`src/rtl/soc_bus_arbiter_pkg.sv`:
```
// ============================================================================
// soc_bus_pkg : shared types and constants for the SoC bus arbiter slice
// Rev 1.0 - initial release
// ============================================================================
`default_nettype none
`ifndef XLEN
`define XLEN 32
`endif

package soc_bus_pkg;

  typedef enum logic [1:0] {
    IDLE = 2'd0,
    REQ  = 2'd1,
    RESP = 2'd2
  } state_e;

  localparam int NUM_SLV   = 3;
  localparam int SLV_DMEM  = 0;
  localparam int SLV_CLINT = 1;
  localparam int SLV_UART  = 2;

  localparam logic [31:0] DMEM_BASE_DEF  = 32'h8000_0000;
  localparam int unsigned DMEM_SIZE_DEF  = 16384;
  localparam logic [31:0] CLINT_BASE_DEF = 32'h0200_0000;
  localparam int unsigned CLINT_SIZE     = 32'h0001_0000;
  localparam logic [31:0] UART_BASE_DEF  = 32'h1000_0000;
  localparam int unsigned UART_SIZE      = 8;
  localparam int unsigned TIMEOUT_DEF    = 255;

endpackage

`default_nettype wire

```
`src/rtl/soc_bus_arbiter_if.sv`:
```
// ============================================================================
// soc_bus_arbiter_if : two-master request/response bus plus three-slave bus
// Rev 1.0 - initial release
// ============================================================================
`default_nettype none
`ifndef XLEN
`define XLEN 32
`endif

interface soc_bus_arbiter_if #(
  parameter int XLEN = `XLEN
);
  logic            m0_req_valid, m1_req_valid;
  logic [XLEN-1:0] m0_req_addr,  m1_req_addr;
  logic [63:0]     m0_req_wdata, m1_req_wdata;
  logic            m0_req_we,    m1_req_we;
  logic [2:0]      m0_req_size,  m1_req_size;
  logic            m0_req_ready, m1_req_ready;
  logic            m0_resp_valid, m1_resp_valid;
  logic [63:0]     m0_resp_rdata, m1_resp_rdata;
  logic            m0_resp_err,   m1_resp_err;

  logic [2:0]      s_req_valid;
  logic [XLEN-1:0] s_req_addr;
  logic [63:0]     s_req_wdata;
  logic            s_req_we;
  logic [2:0]      s_req_size;
  logic [2:0]      s_req_ready;
  logic [191:0]    s_rdata;

  // Arbiter side
  modport slave (
    input  m0_req_valid, m0_req_addr, m0_req_wdata, m0_req_we, m0_req_size,
    input  m1_req_valid, m1_req_addr, m1_req_wdata, m1_req_we, m1_req_size,
    output m0_req_ready, m0_resp_valid, m0_resp_rdata, m0_resp_err,
    output m1_req_ready, m1_resp_valid, m1_resp_rdata, m1_resp_err,
    output s_req_valid, s_req_addr, s_req_wdata, s_req_we, s_req_size,
    input  s_req_ready, s_rdata
  );

  // Environment side: the two masters and the three slaves
  modport master (
    output m0_req_valid, m0_req_addr, m0_req_wdata, m0_req_we, m0_req_size,
    output m1_req_valid, m1_req_addr, m1_req_wdata, m1_req_we, m1_req_size,
    input  m0_req_ready, m0_resp_valid, m0_resp_rdata, m0_resp_err,
    input  m1_req_ready, m1_resp_valid, m1_resp_rdata, m1_resp_err,
    input  s_req_valid, s_req_addr, s_req_wdata, s_req_we, s_req_size,
    output s_req_ready, s_rdata
  );
endinterface

`default_nettype wire

```
`src/rtl/soc_bus_arbiter_addr_decode.sv`:
```
// ============================================================================
// bus_addr_decode : combinational address -> one-hot slave hit and offset
// Rev 1.0 - initial release
// ============================================================================
`default_nettype none
`ifndef XLEN
`define XLEN 32
`endif

module bus_addr_decode
  import soc_bus_pkg::*;
#(
  parameter int              XLEN       = `XLEN,
  parameter logic [XLEN-1:0] DMEM_BASE  = DMEM_BASE_DEF,
  parameter int unsigned     DMEM_SIZE  = DMEM_SIZE_DEF,
  parameter logic [XLEN-1:0] CLINT_BASE = CLINT_BASE_DEF,
  parameter logic [XLEN-1:0] UART_BASE  = UART_BASE_DEF
) (
  input  logic [XLEN-1:0]    addr_i,
  output logic [NUM_SLV-1:0] hit_o,
  output logic [XLEN-1:0]    offset_o
);

  logic [XLEN-1:0] w_off [NUM_SLV];

  for (genvar i = 0; i < NUM_SLV; i++) begin : g_slv
    localparam logic [XLEN-1:0] c_base =
        (i == SLV_DMEM)  ? DMEM_BASE  :
        (i == SLV_CLINT) ? CLINT_BASE : UART_BASE;
    localparam logic [XLEN-1:0] c_size =
        (i == SLV_DMEM)  ? XLEN'(DMEM_SIZE)  :
        (i == SLV_CLINT) ? XLEN'(CLINT_SIZE) : XLEN'(UART_SIZE);

    // The lower-bound test keeps a wrapped subtraction from aliasing a hit
    assign w_off[i] = addr_i - c_base;
    assign hit_o[i] = (addr_i >= c_base) && (w_off[i] < c_size);
  end

  always_comb begin
    offset_o = '0;
    for (int i = 0; i < NUM_SLV; i++) begin
      if (hit_o[i]) offset_o = w_off[i];
    end
  end

endmodule

`default_nettype wire

```
`src/rtl/soc_bus_arbiter.sv`:
```
// ============================================================================
// soc_bus_arbiter : round-robin two-master to three-slave single-outstanding bus
// Rev 1.0 - initial release
// ============================================================================
`default_nettype none
`ifndef XLEN
`define XLEN 32
`endif

module soc_bus_arbiter
  import soc_bus_pkg::*;
#(
  parameter int              XLEN       = `XLEN,
  parameter logic [XLEN-1:0] DMEM_BASE  = DMEM_BASE_DEF,
  parameter int unsigned     DMEM_SIZE  = DMEM_SIZE_DEF,
  parameter logic [XLEN-1:0] CLINT_BASE = CLINT_BASE_DEF,
  parameter logic [XLEN-1:0] UART_BASE  = UART_BASE_DEF,
  parameter int unsigned     TIMEOUT    = TIMEOUT_DEF
) (
  input  logic             clk,
  input  logic             reset,
  soc_bus_arbiter_if.slave bus
);

  localparam logic [7:0] c_timeout = 8'(TIMEOUT);

  state_e              state_q, state_d;
  logic                last_q, last_d;
  logic                win_q, win_d;
  logic [XLEN-1:0]     addr_q, addr_d;
  logic [63:0]         wdata_q, wdata_d;
  logic                we_q, we_d;
  logic [2:0]          size_q, size_d;
  logic [NUM_SLV-1:0]  hit_q, hit_d;
  logic [63:0]         rdata_q, rdata_d;
  logic                err_q, err_d;
  logic [7:0]          cnt_q, cnt_d;

  logic [1:0]          w_valid;
  logic                w_win;
  logic                w_accept;
  logic [XLEN-1:0]     w_win_addr;
  logic [NUM_SLV-1:0]  w_hit;
  logic [XLEN-1:0]     w_off;
  logic                w_sel_ready;
  logic [63:0]         w_sel_rdata;

  assign w_valid    = {bus.m1_req_valid, bus.m0_req_valid};
  // On a tie the master that did not win last time goes next
  assign w_win      = (&w_valid) ? ~last_q : w_valid[1];
  assign w_accept   = (state_q == IDLE) && (|w_valid) && !reset;
  assign w_win_addr = w_win ? bus.m1_req_addr : bus.m0_req_addr;

  bus_addr_decode #(
    .XLEN      (XLEN),
    .DMEM_BASE (DMEM_BASE),
    .DMEM_SIZE (DMEM_SIZE),
    .CLINT_BASE(CLINT_BASE),
    .UART_BASE (UART_BASE)
  ) u_decode (
    .addr_i  (w_win_addr),
    .hit_o   (w_hit),
    .offset_o(w_off)
  );

  assign w_sel_ready = |(bus.s_req_ready & hit_q);

  always_comb begin
    w_sel_rdata = '0;
    for (int i = 0; i < NUM_SLV; i++) begin
      if (hit_q[i]) w_sel_rdata = bus.s_rdata[64*i +: 64];
    end
  end

  always_comb begin
    state_d = state_q;
    last_d  = last_q;
    win_d   = win_q;
    addr_d  = addr_q;
    wdata_d = wdata_q;
    we_d    = we_q;
    size_d  = size_q;
    hit_d   = hit_q;
    rdata_d = rdata_q;
    err_d   = err_q;
    cnt_d   = cnt_q;
    case (state_q)
      IDLE: begin
        if (w_accept) begin
          win_d   = w_win;
          last_d  = w_win;
          addr_d  = w_off;
          wdata_d = w_win ? bus.m1_req_wdata : bus.m0_req_wdata;
          we_d    = w_win ? bus.m1_req_we    : bus.m0_req_we;
          size_d  = w_win ? bus.m1_req_size  : bus.m0_req_size;
          hit_d   = w_hit;
          cnt_d   = '0;
          rdata_d = '0;
          err_d   = ~(|w_hit);
          state_d = (|w_hit) ? REQ : RESP;
        end
      end
      REQ: begin
        if (w_sel_ready) begin
          rdata_d = we_q ? 64'd0 : w_sel_rdata;
          err_d   = 1'b0;
          state_d = RESP;
        end else if (cnt_q == c_timeout) begin
          rdata_d = '0;
          err_d   = 1'b1;
          state_d = RESP;
        end else begin
          cnt_d = cnt_q + 8'd1;
        end
      end
      RESP:    state_d = IDLE;
      default: state_d = IDLE;
    endcase
  end

  always_ff @(posedge clk or posedge reset) begin
    if (reset) begin
      state_q <= IDLE;
      last_q  <= 1'b1;
      win_q   <= 1'b0;
      addr_q  <= '0;
      wdata_q <= '0;
      we_q    <= 1'b0;
      size_q  <= '0;
      hit_q   <= '0;
      rdata_q <= '0;
      err_q   <= 1'b0;
      cnt_q   <= '0;
    end else begin
      state_q <= state_d;
      last_q  <= last_d;
      win_q   <= win_d;
      addr_q  <= addr_d;
      wdata_q <= wdata_d;
      we_q    <= we_d;
      size_q  <= size_d;
      hit_q   <= hit_d;
      rdata_q <= rdata_d;
      err_q   <= err_d;
      cnt_q   <= cnt_d;
    end
  end

  assign bus.m0_req_ready  = w_accept && !w_win;
  assign bus.m1_req_ready  = w_accept &&  w_win;
  assign bus.m0_resp_valid = (state_q == RESP) && !win_q;
  assign bus.m1_resp_valid = (state_q == RESP) &&  win_q;
  assign bus.m0_resp_rdata = bus.m0_resp_valid ? rdata_q : 64'd0;
  assign bus.m1_resp_rdata = bus.m1_resp_valid ? rdata_q : 64'd0;
  assign bus.m0_resp_err   = bus.m0_resp_valid && err_q;
  assign bus.m1_resp_err   = bus.m1_resp_valid && err_q;

  assign bus.s_req_valid = (state_q == REQ) ? hit_q : '0;
  assign bus.s_req_addr  = addr_q;
  assign bus.s_req_wdata = wdata_q;
  assign bus.s_req_we    = we_q;
  assign bus.s_req_size  = size_q;

endmodule

`default_nettype wire
```
`src/flat_wrapper.sv`:
```
// flat-port wrapper written by rule: the top's interface ports become plain ports
module soc_bus_arbiter_flat import soc_bus_pkg::*;
#(
  parameter int              XLEN       = `XLEN,
  parameter logic [XLEN-1:0] DMEM_BASE  = DMEM_BASE_DEF,
  parameter int unsigned     DMEM_SIZE  = DMEM_SIZE_DEF,
  parameter logic [XLEN-1:0] CLINT_BASE = CLINT_BASE_DEF,
  parameter logic [XLEN-1:0] UART_BASE  = UART_BASE_DEF,
  parameter int unsigned     TIMEOUT    = TIMEOUT_DEF
)
  (clk, reset, bus_m0_req_valid, bus_m0_req_addr, bus_m0_req_wdata, bus_m0_req_we, bus_m0_req_size, bus_m1_req_valid, bus_m1_req_addr, bus_m1_req_wdata, bus_m1_req_we, bus_m1_req_size, bus_m0_req_ready, bus_m0_resp_valid, bus_m0_resp_rdata, bus_m0_resp_err, bus_m1_req_ready, bus_m1_resp_valid, bus_m1_resp_rdata, bus_m1_resp_err, bus_s_req_valid, bus_s_req_addr, bus_s_req_wdata, bus_s_req_we, bus_s_req_size, bus_s_req_ready, bus_s_rdata);
  soc_bus_arbiter_if #(.XLEN(XLEN)) bus_i ();
  input  logic clk;
  input  logic reset;
  input wire logic [$bits(bus_i.m0_req_valid)-1:0] bus_m0_req_valid;
  input wire logic [$bits(bus_i.m0_req_addr)-1:0] bus_m0_req_addr;
  input wire logic [$bits(bus_i.m0_req_wdata)-1:0] bus_m0_req_wdata;
  input wire logic [$bits(bus_i.m0_req_we)-1:0] bus_m0_req_we;
  input wire logic [$bits(bus_i.m0_req_size)-1:0] bus_m0_req_size;
  input wire logic [$bits(bus_i.m1_req_valid)-1:0] bus_m1_req_valid;
  input wire logic [$bits(bus_i.m1_req_addr)-1:0] bus_m1_req_addr;
  input wire logic [$bits(bus_i.m1_req_wdata)-1:0] bus_m1_req_wdata;
  input wire logic [$bits(bus_i.m1_req_we)-1:0] bus_m1_req_we;
  input wire logic [$bits(bus_i.m1_req_size)-1:0] bus_m1_req_size;
  output wire logic [$bits(bus_i.m0_req_ready)-1:0] bus_m0_req_ready;
  output wire logic [$bits(bus_i.m0_resp_valid)-1:0] bus_m0_resp_valid;
  output wire logic [$bits(bus_i.m0_resp_rdata)-1:0] bus_m0_resp_rdata;
  output wire logic [$bits(bus_i.m0_resp_err)-1:0] bus_m0_resp_err;
  output wire logic [$bits(bus_i.m1_req_ready)-1:0] bus_m1_req_ready;
  output wire logic [$bits(bus_i.m1_resp_valid)-1:0] bus_m1_resp_valid;
  output wire logic [$bits(bus_i.m1_resp_rdata)-1:0] bus_m1_resp_rdata;
  output wire logic [$bits(bus_i.m1_resp_err)-1:0] bus_m1_resp_err;
  output wire logic [$bits(bus_i.s_req_valid)-1:0] bus_s_req_valid;
  output wire logic [$bits(bus_i.s_req_addr)-1:0] bus_s_req_addr;
  output wire logic [$bits(bus_i.s_req_wdata)-1:0] bus_s_req_wdata;
  output wire logic [$bits(bus_i.s_req_we)-1:0] bus_s_req_we;
  output wire logic [$bits(bus_i.s_req_size)-1:0] bus_s_req_size;
  input wire logic [$bits(bus_i.s_req_ready)-1:0] bus_s_req_ready;
  input wire logic [$bits(bus_i.s_rdata)-1:0] bus_s_rdata;
  assign bus_i.m0_req_valid = bus_m0_req_valid;
  assign bus_i.m0_req_addr = bus_m0_req_addr;
  assign bus_i.m0_req_wdata = bus_m0_req_wdata;
  assign bus_i.m0_req_we = bus_m0_req_we;
  assign bus_i.m0_req_size = bus_m0_req_size;
  assign bus_i.m1_req_valid = bus_m1_req_valid;
  assign bus_i.m1_req_addr = bus_m1_req_addr;
  assign bus_i.m1_req_wdata = bus_m1_req_wdata;
  assign bus_i.m1_req_we = bus_m1_req_we;
  assign bus_i.m1_req_size = bus_m1_req_size;
  assign bus_m0_req_ready = bus_i.m0_req_ready;
  assign bus_m0_resp_valid = bus_i.m0_resp_valid;
  assign bus_m0_resp_rdata = bus_i.m0_resp_rdata;
  assign bus_m0_resp_err = bus_i.m0_resp_err;
  assign bus_m1_req_ready = bus_i.m1_req_ready;
  assign bus_m1_resp_valid = bus_i.m1_resp_valid;
  assign bus_m1_resp_rdata = bus_i.m1_resp_rdata;
  assign bus_m1_resp_err = bus_i.m1_resp_err;
  assign bus_s_req_valid = bus_i.s_req_valid;
  assign bus_s_req_addr = bus_i.s_req_addr;
  assign bus_s_req_wdata = bus_i.s_req_wdata;
  assign bus_s_req_we = bus_i.s_req_we;
  assign bus_s_req_size = bus_i.s_req_size;
  assign bus_i.s_req_ready = bus_s_req_ready;
  assign bus_i.s_rdata = bus_s_rdata;
  soc_bus_arbiter #(.XLEN(XLEN), .DMEM_BASE(DMEM_BASE), .DMEM_SIZE(DMEM_SIZE), .CLINT_BASE(CLINT_BASE), .UART_BASE(UART_BASE), .TIMEOUT(TIMEOUT)) u_core (.clk(clk), .reset(reset), .bus(bus_i));
endmodule
```
`config.mk`:
```
export PLATFORM = sky130hd
export DESIGN_NAME = soc_bus_arbiter_flat
export DESIGN_NICKNAME = d
export VERILOG_FILES = /design/src/rtl/soc_bus_arbiter_pkg.sv /design/src/rtl/soc_bus_arbiter_if.sv /design/src/rtl/soc_bus_arbiter_addr_decode.sv /design/src/rtl/soc_bus_arbiter.sv /design/src/flat_wrapper.sv
export SDC_FILE = /design/constraint.sdc
export NUM_CORES = 1
export LEC_CHECK = 0
export CORE_AREA = 4 4 244 246
export DETAILED_ROUTE_END_ITERATION = 8
export DIE_AREA = 0 0 248 250
export PLACE_DENSITY_LB_ADDON = 0.08
export SLEW_MARGIN = 30
export SYNTH_ARGS = -nofsm -noshare
export SYNTH_HDL_FRONTEND = slang
export SYNTH_SLANG_ARGS = --single-unit
```
`constraint.sdc`:
```
create_clock -name clk -period 5.4 [get_ports clk]
set_input_delay 0.81 -clock clk [delete_from_list [all_inputs] [get_ports clk]]
set_output_delay 0.81 -clock clk [all_outputs]
set_load 0.02 [all_outputs]
```
==> results by group, run 1 <==
Floorplan
  – Die area: between 60000 and 70000 um2
  – Row count: 88
  – CORE AREA: 57400 um2
  – Initial core utilization: between 10% and 20%
  – Total I/O pin count: 636
  – Die span in y: roughly 250 um
  – DIE WIDTH: 248 um

CTS
  – Clock Pin Slew Worst Setup and Hold Paths: 0.07 ns
  – CTS Buf Count: 17
  – Post CTS Setup Buffer Count: 0
  – Post-CTS sizing: 0
  – Latest clock arrival within the worst-skew pair: 0.49 ns
  – Max clock buf depth: 2
  – H-tree depth: 4
  – Root buffer cell: clkbuf_16
  – Cts hold-fix bufs: 0
  – Sink Count: 180
  – TritonCTS clock tree: done

Setup path
  – Nature of the critical path endpoint: output port
  – Worst path cell trace: inv_2, and3_2, buf_4, and2_1, clkdlybuf4s50_1
  – Reg2Reg Depth: 6
  – Critical path peak fanout: 46
  – R2r startpoint: u_core.last_q$_DFFE_PP1P_
  – Bufs and invs on worst path: 3
  – CP peak stage delay: ~0.76 ns
  – FF-to-FF setup slack: around 2.3 ns
  – Worst path required time: 4.59 ns
  – Worst EP arrival: 3.04 ns
  – CP max stage cell: and3_2
  – Largest delay contributor family on the critical path: buffers and inverters
  – Type of origin of the critical path: flip-flop
  – Crit path kind: flip-flop to output port
  – Capturing point of the worst reg2reg path: u_core.state_q[0]$_DFFE_PP0P_

GRT
  – Total track usage: 16.8%
  – Vias in the first global route: approximately 11000
  – First-pass GRT wire length: ~77000 um
  – Initial antenna violation count: 8
  – GRT Residual Overflow: 0
  – Largest net degree at the start of global routing: around 180

Hold path
  – WHS Path Cells: 1
  – Worst Hold End: u_core.bus.s_req_addr[18]$_DFFE_PP0P_
  – Hold Crit Class: flip-flop to flip-flop
  – Hold Startpoint: u_core.bus.s_req_addr[18]$_DFFE_PP0P_

Placed design
  – Pre-CTS setup slack: 1.31 ns
  – Final HPWL DP: 41000 um
  – Port Buffers: 635
  – RePlAce Congestion: slightly above 0.8

Detailed routing
  – DRT Pass-1 Iters: 4
  – Vias: 10735
  – Drt wl/cell: about 21 um
  – DR vias/cell: 4.26
  – Iteration-0 DRC Markers: 420
  – Remaining DRCs: 0
  – Antenna Nets Post-Route: 0
  – Routed WL: 53900 um

Timing
  – Slew Viols, Final: 0
  – Setup_tns: 0 ns
  – Final Skew: 0.0105 ns
  – Least-Margin Pin Slew: ~0.93 ns
  – Fin crit share: a little under three quarters
  – Post-route setup slack: between 1.5 and 2 ns
  – Min cycle time layout: around 3.9 ns
  – RSZ-0062 raised after global routing: false
  – Max Freq: between 200 and 300 MHz
  – Setup violations, final: 0
  – Slew Limit Headroom: 37.9%
  – Final Hold Viols: 0

Synthesis
  – Distinct cells, synth: 50
  – Yosys warns: 0
  – Top cells by area, synth: dfrtp_1 46%, nand2_1 9.6%, and2_1 9.6%
  – Post-synth ARST share: between 90% and 100%
  – Post-Synthesis Cells: between 1000 and 1500
  – Syn Area/Cell: roughly 8.4 um2
  – Synth area leader: dfrtp_1
  – Commonest cells in the netlist: 251 x nand2_1, 179 x dfrtp_1, 150 x and2_1, 84 x nor2_1, 82 x o21ai_0
  – EDFF count, synth: 0
  – Syn_nets: 1570
  – Post-synth top area share: 45.7%
  – Seq cells post-synth: 180
  – Seq/Total Area, Yosys: 46.0%
  – Post-Syn Area: 9800 um2
  – Top-count cell post-synth: nand2_1
  – Main synth FF type: dfrtp_1

Pwr
  – Power per cell area: 224 nW/um2
  – Leakage: roughly 6.8 nW
  – Worst vdd ir: between 150 and 200 uV

Layout
  – Synth-to-Final Area Change: 78.6%
  – Share of cells above drive strength 1: under 10%
  – Fin nets: around 2100

Outcome
  – Status: finished, final reports clean

Job
  – Max-Cap Viols: 0
stage by stage:
stage	util (%)	hold slack [ns]	power [W]	std cells	instance area, um2
final	30.5	0.491	0.00392	2520	17500
after floorplan	-	0.466	0.00199	1168	9810
after detailed placement	29.5	0.474	0.00269	2484	16900
after CTS	30.5	0.496	0.00403	2516	17500
after global placement	29.5	0.473	0.00270	2484	16900
after global routing	30.5	0.510	0.00416	2517	17500
placed cells by master, fill, tap and decap left out, types with 3 or more instances in the layout:
cell type	n
nor3_1	6
clkdlybuf4s50_1	635
inv_6	5
and4_1	3
a21oi_1	20
o21ai_0	82
nand4_1	6
a22oi_1	64
nand3_1	20
and2_1	150
clkinv_4	3
a22o_1	64
dfrtp_1	177
or4_1	4
nand2b_1	3
clkbuf_16	17
buf_4	13
a31oi_1	69
ha_1	3
clkinvlp_4	3
mux2i_1	5
nand2_1	251
o21ai_1	5
nor2_1	84
nor4_1	4
o31ai_1	4
diode_2	4
xor2_1	5
state kept, by name, summed over array words and instances (netlist names):
signal / flops
u_core.bus.s_req_wdata: 64
u_core.rdata_q: 64
u_core.bus.s_req_addr: 32
u_core.cnt_q: 8
u_core.bus.s_req_size: 3
u_core.hit_q: 3
u_core.state_q: 2
u_core.bus.s_req_we: 1
u_core.err_q: 1
u_core.last_q: 1
u_core.win_q: 1
power breakdown:
part	internal, W	switching, W
clock network	0.000642	0.000634
registers	0.00147	0.0000696
logic	0.000563	0.000546
logic make-up (layout without fill, tap and decap cells):
group,after synthesis,after routing,share of synthesized area [%]
xor gates and xnor gates,5,5,0.447
muxes,8,8,0.855
buffers and inverters,105,688,4.17
AOI/OAI and AO/OA,325,325,22.3
and+or+nand+nor,542,542,25.9
adders and majority gates,3,3,0.383
other,0,4,0
DFF,180,180,46.0
worst max-delay path by stage:
stage,from,end,slack [ns],depth (start not counted)
after floorplan,reset,u_core.bus.s_req_addr[0]$_DFFE_PP0P_,2.28,1
after global placement,bus_m0_req_valid,u_core.state_q[0]$_DFFE_PP0P_,1.32,7
after detailed placement,bus_m0_req_valid,u_core.state_q[0]$_DFFE_PP0P_,1.31,7
after CTS,u_core.state_q[0]$_DFFE_PP0P_,bus_m1_resp_rdata[17],1.40,5
after global routing,u_core.state_q[0]$_DFFE_PP0P_,bus_m1_resp_rdata[17],1.30,5
final,u_core.state_q[0]$_DFFE_PP0P_,bus_m1_resp_rdata[17],1.55,5
final cells by class:
cell class / count / area, um2
Clock buffer: 19 / 433
Tap cell: 765 / 957
Clock inverter: 13 / 125
Timing Repair Buffer: 651 / 6500
Antenna cell: 4 / 10.0
Inverter: 5 / 22.5
Multi-Input combinational cell: 883 / 4940
Sequential cell: 180 / 4510
Fill cell: 6086 / 39900
metal layers:
metal  part of all wire (%)  up-vias  GRT usage, %
li1                       -     5214             -
met1                     39     5026          19.1
met3                     12       49          8.52
met4                    2.0        4          4.77
met2                     47      442          27.8
met5                  0.039        -             0
No activity file was read; power rests on OpenSTA's default activity.
==> run 2, diff against run 1 <==
clock period = 3.8 ns   (was 5.4 ns; I/O delays follow)
==> results by group, run 2 (synthesis gave the netlist of run 1 again) <==
Outcome
  – Status: finished, final reports clean

CTS
  – Post CTS Setup Buffer Count: 0 (unchanged)
  – Latest clock arrival within the worst-skew pair: 0.49 ns (about the same)
  – Clock Pin Slew Worst Setup and Hold Paths: 0.07 ns (about the same)
  – TritonCTS clock tree: done
  – H-tree depth: 4 (unchanged)
  – Sink Count: 180 (unchanged)
  – Root buffer cell: clkbuf_16
  – Cts hold-fix bufs: 0 (unchanged)
  – Max clock buf depth: 2 (unchanged)
  – CTS Buf Count: 17 (unchanged)
  – Post-CTS sizing: 0 (unchanged)

Layout
  – Area of the multi-input gates: 4940 um2 (unchanged)
  – FILL cells: 6141 (+0.90%)
  – Most frequent cells in the layout: 635 x clkdlybuf4s50_1, 251 x nand2_1, 177 x dfrtp_1, 150 x and2_1, 84 x nor2_1
  – Total area of sequential cells: 4510 um2 (unchanged)
  – Share of cells above drive strength 1: 4.21% (+0.49 points)
  – Synth-to-Final Area Change: 80.6%
  – Commonest non-fill, non-tap cell in the layout: clkdlybuf4s50_1
  – Fin util: 30.9% (+0.35 points)
  – Fin nets: 2148 (+0.37%)

Timing
  – Slew Limit Headroom: 42.9% (+5.0 points)
  – Final Skew: 0.0124 ns (+0.00191 ns)
  – Min cycle time layout: 3.28 ns
  – Post-route setup slack: 0.525 ns (-1.02 ns)
  – Fin crit share: 86.2%
  – Hold WS: 0.441 ns (-0.0503 ns)
  – Slew Viols, Final: 0 (unchanged)
  – Setup violations, final: 0 (unchanged)
  – Max Freq: 305 MHz
  – Setup_tns: 0 ns (unchanged)
  – Least-Margin Pin Slew: 0.855 ns (-0.0768 ns)
  – Final Hold Viols: 0 (unchanged)
  – RSZ-0062 raised after global routing: false

Floorplan
  – Total I/O pin count: 636 (unchanged)
  – Die area: 62000 um2 (unchanged)
  – DIE WIDTH: 248 um (unchanged)
  – Die span in y: 250 um (unchanged)
  – Initial core utilization: 17.1% (unchanged)
  – CORE AREA: 57400 um2 (unchanged)
  – Row count: 88 (unchanged)

Hold path
  – Hold Crit Class: input pin to async pin

Placed design
  – Pre-CTS setup slack: 0.359 ns (-0.953 ns)
  – Final HPWL DP: 41800 um (+1.8%)
  – RePlAce Congestion: 0.797 (-1.9%)
  – Port Buffers: 635 (unchanged)

Setup path
  – Type of origin of the critical path: flip-flop
  – Worst path required time: 3.23 ns (-1.36 ns)
  – Crit path to: bus_m1_resp_err
  – Crit path kind: flip-flop to output port
  – Nature of the critical path endpoint: output port
  – Reg2Reg Depth: 9 (+3)
  – Capturing point of the worst reg2reg path: u_core.state_q[1]$_DFFE_PP0P_
  – FF-to-FF setup slack: 0.96 ns (-1.29 ns)
  – Worst EP arrival: 2.71 ns (-0.33 ns)
  – Critical path launch point: u_core.state_q[0]$_DFFE_PP0P_
  – R2r startpoint: u_core.last_q$_DFFE_PP1P_
  – Critical path peak fanout: 23 (-50%)

GRT
  – GRT Residual Overflow: 0 (unchanged)
  – Total track usage: 17.0% (+0.17 points)
  – Vias in the first global route: 11099 (-1.0%)
  – Largest net degree at the start of global routing: 131 (-26%)
  – Initial antenna violation count: 6 (-2)
  – First-pass GRT wire length: 77500 um (+1.0%)

Job
  – Max-Cap Viols: 0 (unchanged)

Detailed routing
  – Antenna Nets Post-Route: 0 (unchanged)
  – Iteration-0 DRC Markers: 506 (+20%)
  – DRT Pass-1 Iters: 5 (+1)
  – Remaining DRCs: 0 (unchanged)
  – DR vias/cell: 4.25 (-0.24%)
  – Vias: 10764 (+0.27%)
  – Routed WL: 54500 um (+1.1%)
  – Drt wl/cell: 21.5 um (+0.61%)

Pwr
  – Leakage: 6.91 nW (+1.1%)
  – Worst vdd ir: 313 uV (+60%)
  – Power per cell area: 319 nW/um2 (+42%)
-- run 2: changes by cell type in the layout (fill, tap and decap cells not counted) --
cell / before / now
buf_6: 1 / 0
clkinv_4: 3 / 1
inv_6: 5 / 4
inv_8: 0 / 1
buf_12: 2 / 11
clkbuf_1: 2 / 1
diode_2: 4 / 9
clkinv_2: 2 / 1
clkbuf_8: 0 / 2
clkinvlp_4: 3 / 5
-- run 2: power breakdown --
part / switching, W / total (W) / leakage, nW / internal, W
clock network: 0.000904 / 0.00185 / 0.272 / 0.000950
logic: 0.000783 / 0.00160 / 4.35 / 0.000819
registers: 0.000105 / 0.00219 / 2.29 / 0.00209
-- run 2: final cells by class --
type,count,share of cell area (%)
diodes,9,0.127
repair buffers,659,37.7
multi-input cells,883,27.9
well taps,765,5.41
clock inverters,12,0.678
clock buffers,20,2.58
inverters,5,0.127
flip-flops and latches,180,25.5
-- run 2: through the flow --
step | area [um2] | std cells | total power (W)
after global placement | 17100 | 2492 | 0.00386
after floorplan | 9810 | 1168 | 0.00282
after global routing | 17700 | 2526 | 0.00597
after detailed placement | 17100 | 2492 | 0.00385
final | 17700 | 2533 | 0.00565
after CTS | 17700 | 2524 | 0.00580
-- run 2: layer usage --
layer	vias up	track usage (%)	wire [um]
met1	5084	19.7	21800
li1	5230	-	-
met3	36	8.14	6060
met4	2	4.42	839
met2	412	28.2	25800
met5	-	0	13
-- run 2: worst min-delay path by stage --
stage,endpoint,slack (ns)
2_1_floorplan,u_core.win_q$_DFFE_PP0P_,0.47
3_3_place_gp,u_core.bus.s_req_addr[19]$_DFFE_PP0P_,0.47
3_5_place_dp,u_core.bus.s_req_addr[19]$_DFFE_PP0P_,0.47
4_1_cts,u_core.bus.s_req_addr[22]$_DFFE_PP0P_,0.39
5_1_grt,u_core.bus.s_req_addr[26]$_DFFE_PP0P_,0.43
6_report,u_core.bus.s_req_addr[22]$_DFFE_PP0P_,0.44
-- run 2: critical path: stages (launching register included) --
cell	delay, ns
dfrtp_1	0.44
inv_2	0.11
and3_2	0.52
buf_4	0.29
and2_1	0.14
clkdlybuf4s50_1	0.70
==> patch 1, RTL diff (settings of run 1) <==
`XLEN`: 32 -> 64.
--- a/src/rtl/soc_bus_arbiter_pkg.sv
+++ b/src/rtl/soc_bus_arbiter_pkg.sv
@@ -5,5 +5,5 @@
 `default_nettype none
 `ifndef XLEN
-`define XLEN 32
+`define XLEN 64
 `endif
 
Ports: changed (resized bus_m0_req_addr, bus_m1_req_addr and bus_s_req_addr); port bits go from 636 to 732. The function was not compared with the original's and may differ.
==> patch 1 against run 1 <==
Design area rose by 29%; setup slack lost 0.54 ns; clock power up 42%; critical path depth rose by 7; area after synthesis rose by 38%; total power is 25% higher; sequential cell count up 32; wire length increased by 44%; highest routed layer unchanged; largest cell class is now multi-input gates; final cell count increased by 22%; largest power group is now clock; clock skew is 0.039 ns higher.
==> patch 1: results (changes against run 1) <==
* 28 — number of buffers inserted during clock tree synthesis, was 17
* 0.58 ns — worst skew pair latency, was 0.49 ns
* 0.964 ns — worst slew pin tran, was 0.932 ns
* 1113 — drt first-iter violations, was 420
* 2749 — count of nets after finishing, was 2140
* 3 — maximum root-to-sink buffer count, was 2
* 1 — H-Tree Depth, was 4
* 164 uV — worst-case vdd ir drop, was 195 uV
* 2064 — Post-Syn Nets, was 1570
* 108 mm — wire length of the first global-routing pass, was 76.7 mm
* reg -> reg — class of the most critical hold timing path, unchanged
* 0.0495 ns — clock skew after layout, was 0.0105 ns
* finished clean — outcome, unchanged
* 8.88 nW — leakage power total, was 6.84 nW
* 287 x sky130_fd_sc_hd__nand2_1, 211 x sky130_fd_sc_hd__dfrtp_1, 187 x sky130_fd_sc_hd__and2_1, 118 x sky130_fd_sc_hd__nor2_1, 82 x sky130_fd_sc_hd__clkbuf_1 — cell types with the highest counts after synthesis, was 251 x sky130_fd_sc_hd__nand2_1, 179 x sky130_fd_sc_hd__dfrtp_1, 150 x sky130_fd_sc_hd__and2_1, 84 x sky130_fd_sc_hd__nor2_1, 82 x sky130_fd_sc_hd__o21ai_0
* 39.1% — fraction of post-synthesis cell area in the top cell type by area, was 45.7%
* 60 — largest fanout on the critical path, was 46
* 150 — largest net degree at the start of global routing, was 176
* 5.30% — layout cells sized above 1, was 3.71%
* 0.05 ns — clock slew at the register clock pins of the worst setup and hold paths, was 0.07 ns
* 39.3% — sequential-to-total area share from yosys stat, was 46.0%
* 77.6 mm — total length of routed wires, was 53.9 mm
* sky130_fd_sc_hd__dfrtp_1 39%, sky130_fd_sc_hd__and2_1 8.7%, sky130_fd_sc_hd__nand2_1 8.0%, sky130_fd_sc_hd__a22o_1 4.2%, sky130_fd_sc_hd__mux2i_1 3.9% — top cells by area in the synthesized netlist, was sky130_fd_sc_hd__dfrtp_1 46%, sky130_fd_sc_hd__nand2_1 9.6%, sky130_fd_sc_hd__and2_1 9.6%, sky130_fd_sc_hd__a22o_1 5.7%, sky130_fd_sc_hd__a22oi_1 4.9%
* 731 — Buffers on Ports, was 635
* 0.58 ns — biggest cell delay along the critical path, was 0.76 ns
* 73 — post-synthesis cell type count, was 50
* 15200 — Vias, was 10700
* 62.0 mm — post-detail-place hpwl, was 41.0 mm
* 25 — antenna violations before repair, was 8
* 5 — first-pass iteration count of the detailed router, was 4
* 23.4% — overall track demand over capacity in global routing, was 16.8%
* 0.940 — GP Congestion, was 0.812
==> patch 1: cell types whose count changed after synthesis, sizes merged, moves of 22 or more <==
cell | before | now
mux2i | 5 | 56
and2 | 150 | 187
nor4 | 5 | 42
nand2 | 252 | 287
nor2 | 84 | 118
dfrtp | 179 | 211
nor3 | 7 | 35
nand4 | 6 | 28
==> patch 1: layout make-up <==
class | count | area [um2]
diodes | 12 | 30.0
clock buffers | 40 | 766
clock inverters | 7 | 114
fillers | 5884 | 34800
inverters | 4 | 18.8
multi-input cells | 1267 | 7740
flip-flops and latches | 212 | 5310
well taps | 765 | 957
repair buffers | 770 | 7660
==> patch 1: cells by family after synthesis <==
family                     share of synthesized area [%]
and+or+nand+nor                                     30.5
AOI/OAI and AO/OA                                   18.7
DFF                                                 39.3
buffers and inverters                               3.61
muxes                                               5.04
xor gates and xnor gates                            2.60
adders and majority gates                          0.278
==> patch 1: layer usage <==
| layer | vias up | global-route usage (%) | wire (um) |
|---|---|---|---|
| li1 | 7124 | - | - |
| met1 | 7424 | 27.6 | 30200 |
| met2 | 539 | 42.5 | 39900 |
| met3 | 124 | 5.25 | 5440 |
| met4 | 28 | 6.38 | 1910 |
| met5 | - | 0 | 176 |
==> patch 1: worst paths after layout <==
check | startpoint | end | slack, ns | cells after the start
min in group asynchronous | reset | u_core.hit_q[2] | 1.00 | 3
worst min-delay path | u_core.bus.s_req_addr[15] | u_core.bus.s_req_addr[15] | 0.48 | 2
worst max-delay path | bus_m0_req_valid | u_core.bus.s_req_addr[14] | 1.00 | 12
max in group asynchronous | reset | u_core.hit_q[1] | 3.52 | 3
worst max register to register | u_core.last_q | u_core.bus.s_req_addr[14] | 1.24 | 11
worst min register to register | u_core.bus.s_req_addr[15] | u_core.bus.s_req_addr[15] | 0.48 | 2
==> patch 1: worst max-delay path: cells and delay by family <==
kind | cells | cell delay (ns)
AO/OA/AOI/OAI | 4 | 1.05
multiplexers | 1 | 0.58
buffers and inverters | 3 | 1.07
AND/OR/NAND/NOR | 4 | 1.33
==> patch 1: metrics by stage <==
stage / worst slack (ns) / utilization (%) / hold slack [ns] / instance area, um2 / instances
detailed placement: 0.409 / 37.8 / 0.470 / 21700 / 3018
global route: 0.745 / 39.4 / 0.493 / 22600 / 3075
CTS: 1.01 / 39.3 / 0.481 / 22600 / 3065
global placement: 0.515 / 37.8 / 0.460 / 21700 / 3017
floorplan: 0.498 / - / 0.466 / 13500 / 1598
finish: 1.00 / 39.4 / 0.477 / 22600 / 3077
==> patch 1: report_power, final <==
part | internal, mW | switching, mW
sequential | 1.69 | 0.0603
clock | 1.08 | 0.739
combinational | 0.649 | 0.694
==> patch 2, RTL diff (flow settings as in run 1) <==
Made on the original files. Register the output `bus.m0_resp_err`; this adds one clock of latency there.
--- a/src/rtl/soc_bus_arbiter.sv
+++ b/src/rtl/soc_bus_arbiter.sv
@@ -153,5 +153,7 @@
   assign bus.m0_resp_rdata = bus.m0_resp_valid ? rdata_q : 64'd0;
   assign bus.m1_resp_rdata = bus.m1_resp_valid ? rdata_q : 64'd0;
-  assign bus.m0_resp_err   = bus.m0_resp_valid && err_q;
+  always_ff @(posedge clk) begin
+    bus.m0_resp_err <= bus.m0_resp_valid && err_q;
+  end
   assign bus.m1_resp_err   = bus.m1_resp_valid && err_q;
 
Function: changed (a bounded check fails within 4 cycles, from zero or initial values and one cycle with reset high).
==> patch 2 against run 1 <==
Sequential cell count increased by 1; utilization up 0.21 points; clock skew rose by 0.0019 ns; area after synthesis up 0.20%; wire length is essentially flat; design area up 0.70%; setup slack better by 0.043 ns; total power grew 4.2%; critical endpoint is now bus_m1_resp_rdata[4].
==> patch 2: results (changes against run 1) <==
* 0.49 ns — worst skew pair latency, about the same
* 3.77% — layout cells sized above 1, was 3.71%
* 0.446% — Synth Area in XOR/XNOR, was 0.447%
* 99.4% — post-synthesis async set-or-reset flop share, was 100%
* 10700 — Vias, about the same
* 2.85 mW — Internal Pwr Total, was 2.67 mW
* 6111 — filler instances, was 6086
* 0.806 — GP Congestion, was 0.812
* 6.89 nW — leakage power total, was 6.84 nW
* 458 — drt first-iter violations, was 420
* 5 — worst-case reg-to-reg path depth, was 6
* 192 uV — worst-case vdd ir drop, was 195 uV
* 50 — largest fanout on the critical path, was 46
* 0.0124 ns — clock skew after layout, was 0.0105 ns
* 1.50 ns — post-placement worst setup slack, was 1.31 ns
* bus_m1_resp_rdata[4] — CP endpoint, was bus_m1_resp_rdata[17]
* 0.947 ns — worst slew pin tran, was 0.932 ns
* 0.07 ns — clock slew at the register clock pins of the worst setup and hold paths, about the same
* 3.00 ns — Data arrival, critical path, was 3.04 ns
* sky130_fd_sc_hd__dfrtp_1 46%, sky130_fd_sc_hd__nand2_1 9.6%, sky130_fd_sc_hd__and2_1 9.6%, sky130_fd_sc_hd__a22o_1 5.7%, sky130_fd_sc_hd__a22oi_1 4.9% — top cells by area in the synthesized netlist, unchanged
* 26.1 mm — Routed met2 length, was 25.4 mm
* 76.4 mm — wire length of the first global-routing pass, was 76.7 mm
* 11200 — number of global-route vias before repair, about the same
* 176 — largest net degree at the start of global routing, unchanged
* 13 — antenna violations before repair, was 8
* 21.2 mm — post-route met1 wirelength, was 21.1 mm
* 46.1% — sequential-to-total area share from yosys stat, was 46.0%
* 22.3% — share of the synthesized area in compound gates (AO/OA/AOI/OAI), about the same
* 5.71 mm — met3 WL post-DR, was 6.28 mm
* 41.1 mm — post-detail-place hpwl, was 41.0 mm
* u_core.rdata_q[22] — Worst R2R End, was u_core.state_q[0]
* finished clean — outcome, unchanged
* 2.28 ns — worst-case register-to-register setup slack, was 2.25 ns
* 262 MHz — highest clock frequency the design can meet, was 259 MHz
* 6 — first-pass iteration count of the detailed router, was 4
* 0.382% — adder-cell area share of the yosys netlist, was 0.383%
* 1571 — Post-Syn Nets, was 1570
* 16.8% — overall track demand over capacity in global routing, about the same
* u_core.hit_q[2] — worst reg2reg path startpoint, was u_core.last_q
* 0.853% — mux share of post-synthesis cell area, was 0.855%
* 251 x sky130_fd_sc_hd__nand2_1, 179 x sky130_fd_sc_hd__dfrtp_1, 150 x sky130_fd_sc_hd__and2_1, 84 x sky130_fd_sc_hd__nor2_1, 82 x sky130_fd_sc_hd__o21ai_0 — cell types with the highest counts after synthesis, unchanged
* 21.3 um — WL per Instance, was 21.4 um
* 51 — post-synthesis cell type count, was 50
patch 2: cell types whose count changed after synthesis, sizes merged:
cell	run 1	this run
dfxtp	0	1
patch 2: cell type report:
cell class,instances,area (um2),area share (%)
Antenna cell,8,20.0,0.114
Multi-Input combinational cell,883,4940,28.0
Inverter,5,22.5,0.128
Tap cell,765,957,5.43
Sequential cell,181,4530,25.7
Timing Repair Buffer,650,6510,36.9
Clock inverter,13,193,1.09
Clock buffer,19,453,2.57
patch 2: cell families after synthesis:
group | after synthesis
adders and majority gates | 3
xor gates and xnor gates | 5
DFF | 181
buffers and inverters | 105
AOI/OAI and AO/OA | 325
and+or+nand+nor | 542
muxes | 8
patch 2: worst min path at each step:
stage                                         start                         to  depth (start not counted)
after floorplan                        u_core.win_q               u_core.win_q                          1
after global placement    u_core.bus.s_req_addr[29]  u_core.bus.s_req_addr[29]                          2
after detailed placement  u_core.bus.s_req_addr[28]  u_core.bus.s_req_addr[28]                          2
after CTS                 u_core.bus.s_req_addr[28]  u_core.bus.s_req_addr[28]                          2
after global routing      u_core.bus.s_req_addr[19]  u_core.bus.s_req_addr[19]                          1
final                     u_core.bus.s_req_addr[28]  u_core.bus.s_req_addr[28]                          2
patch 2: stage by stage:
| stage | instance area, um2 | hold WS, ns | cells | power (mW) | util (%) |
|---|---|---|---|---|---|
| 6_report | 17600 | 0.489 | 2524 | 4.09 | 30.7 |
| 5_1_grt | 17600 | 0.504 | 2520 | 4.32 | 30.7 |
| 4_1_cts | 17600 | 0.491 | 2516 | 4.19 | 30.7 |
| 3_5_place_dp | 17000 | 0.474 | 2484 | 2.70 | 29.6 |
| 3_3_place_gp | 16900 | 0.472 | 2483 | 2.70 | 29.5 |
| 2_1_floorplan | 9830 | 0.466 | 1169 | 1.99 | - |
patch 2: power by group through the flow:
stage | Combinational [mW] | Clock (mW) | Sequential (mW)
2_1_floorplan | 0.282 | 0 | 1.71
3_3_place_gp | 1.13 | 0 | 1.57
3_5_place_dp | 1.13 | 0 | 1.57
4_1_cts | 1.13 | 1.51 | 1.55
5_1_grt | 1.20 | 1.55 | 1.57
6_report | 1.11 | 1.43 | 1.55
patch 2: worst max-delay path, cell delays in order (launching register included):
cell                              delay [ns]
sky130_fd_sc_hd__dfrtp_1                0.44
sky130_fd_sc_hd__inv_2                  0.10
sky130_fd_sc_hd__and3_2                 0.77
sky130_fd_sc_hd__buf_4                  0.36
sky130_fd_sc_hd__and2_1                 0.16
sky130_fd_sc_hd__clkdlybuf4s50_1        0.64
patch 2: metal layers:
| layer | global-route usage (%) | up-vias |
|---|---|---|
| met5 | 0 | - |
| met4 | 4.48 | 6 |
| met3 | 7.76 | 43 |
| met2 | 28.5 | 407 |
| met1 | 19.0 | 5028 |
| li1 | - | 5214 |
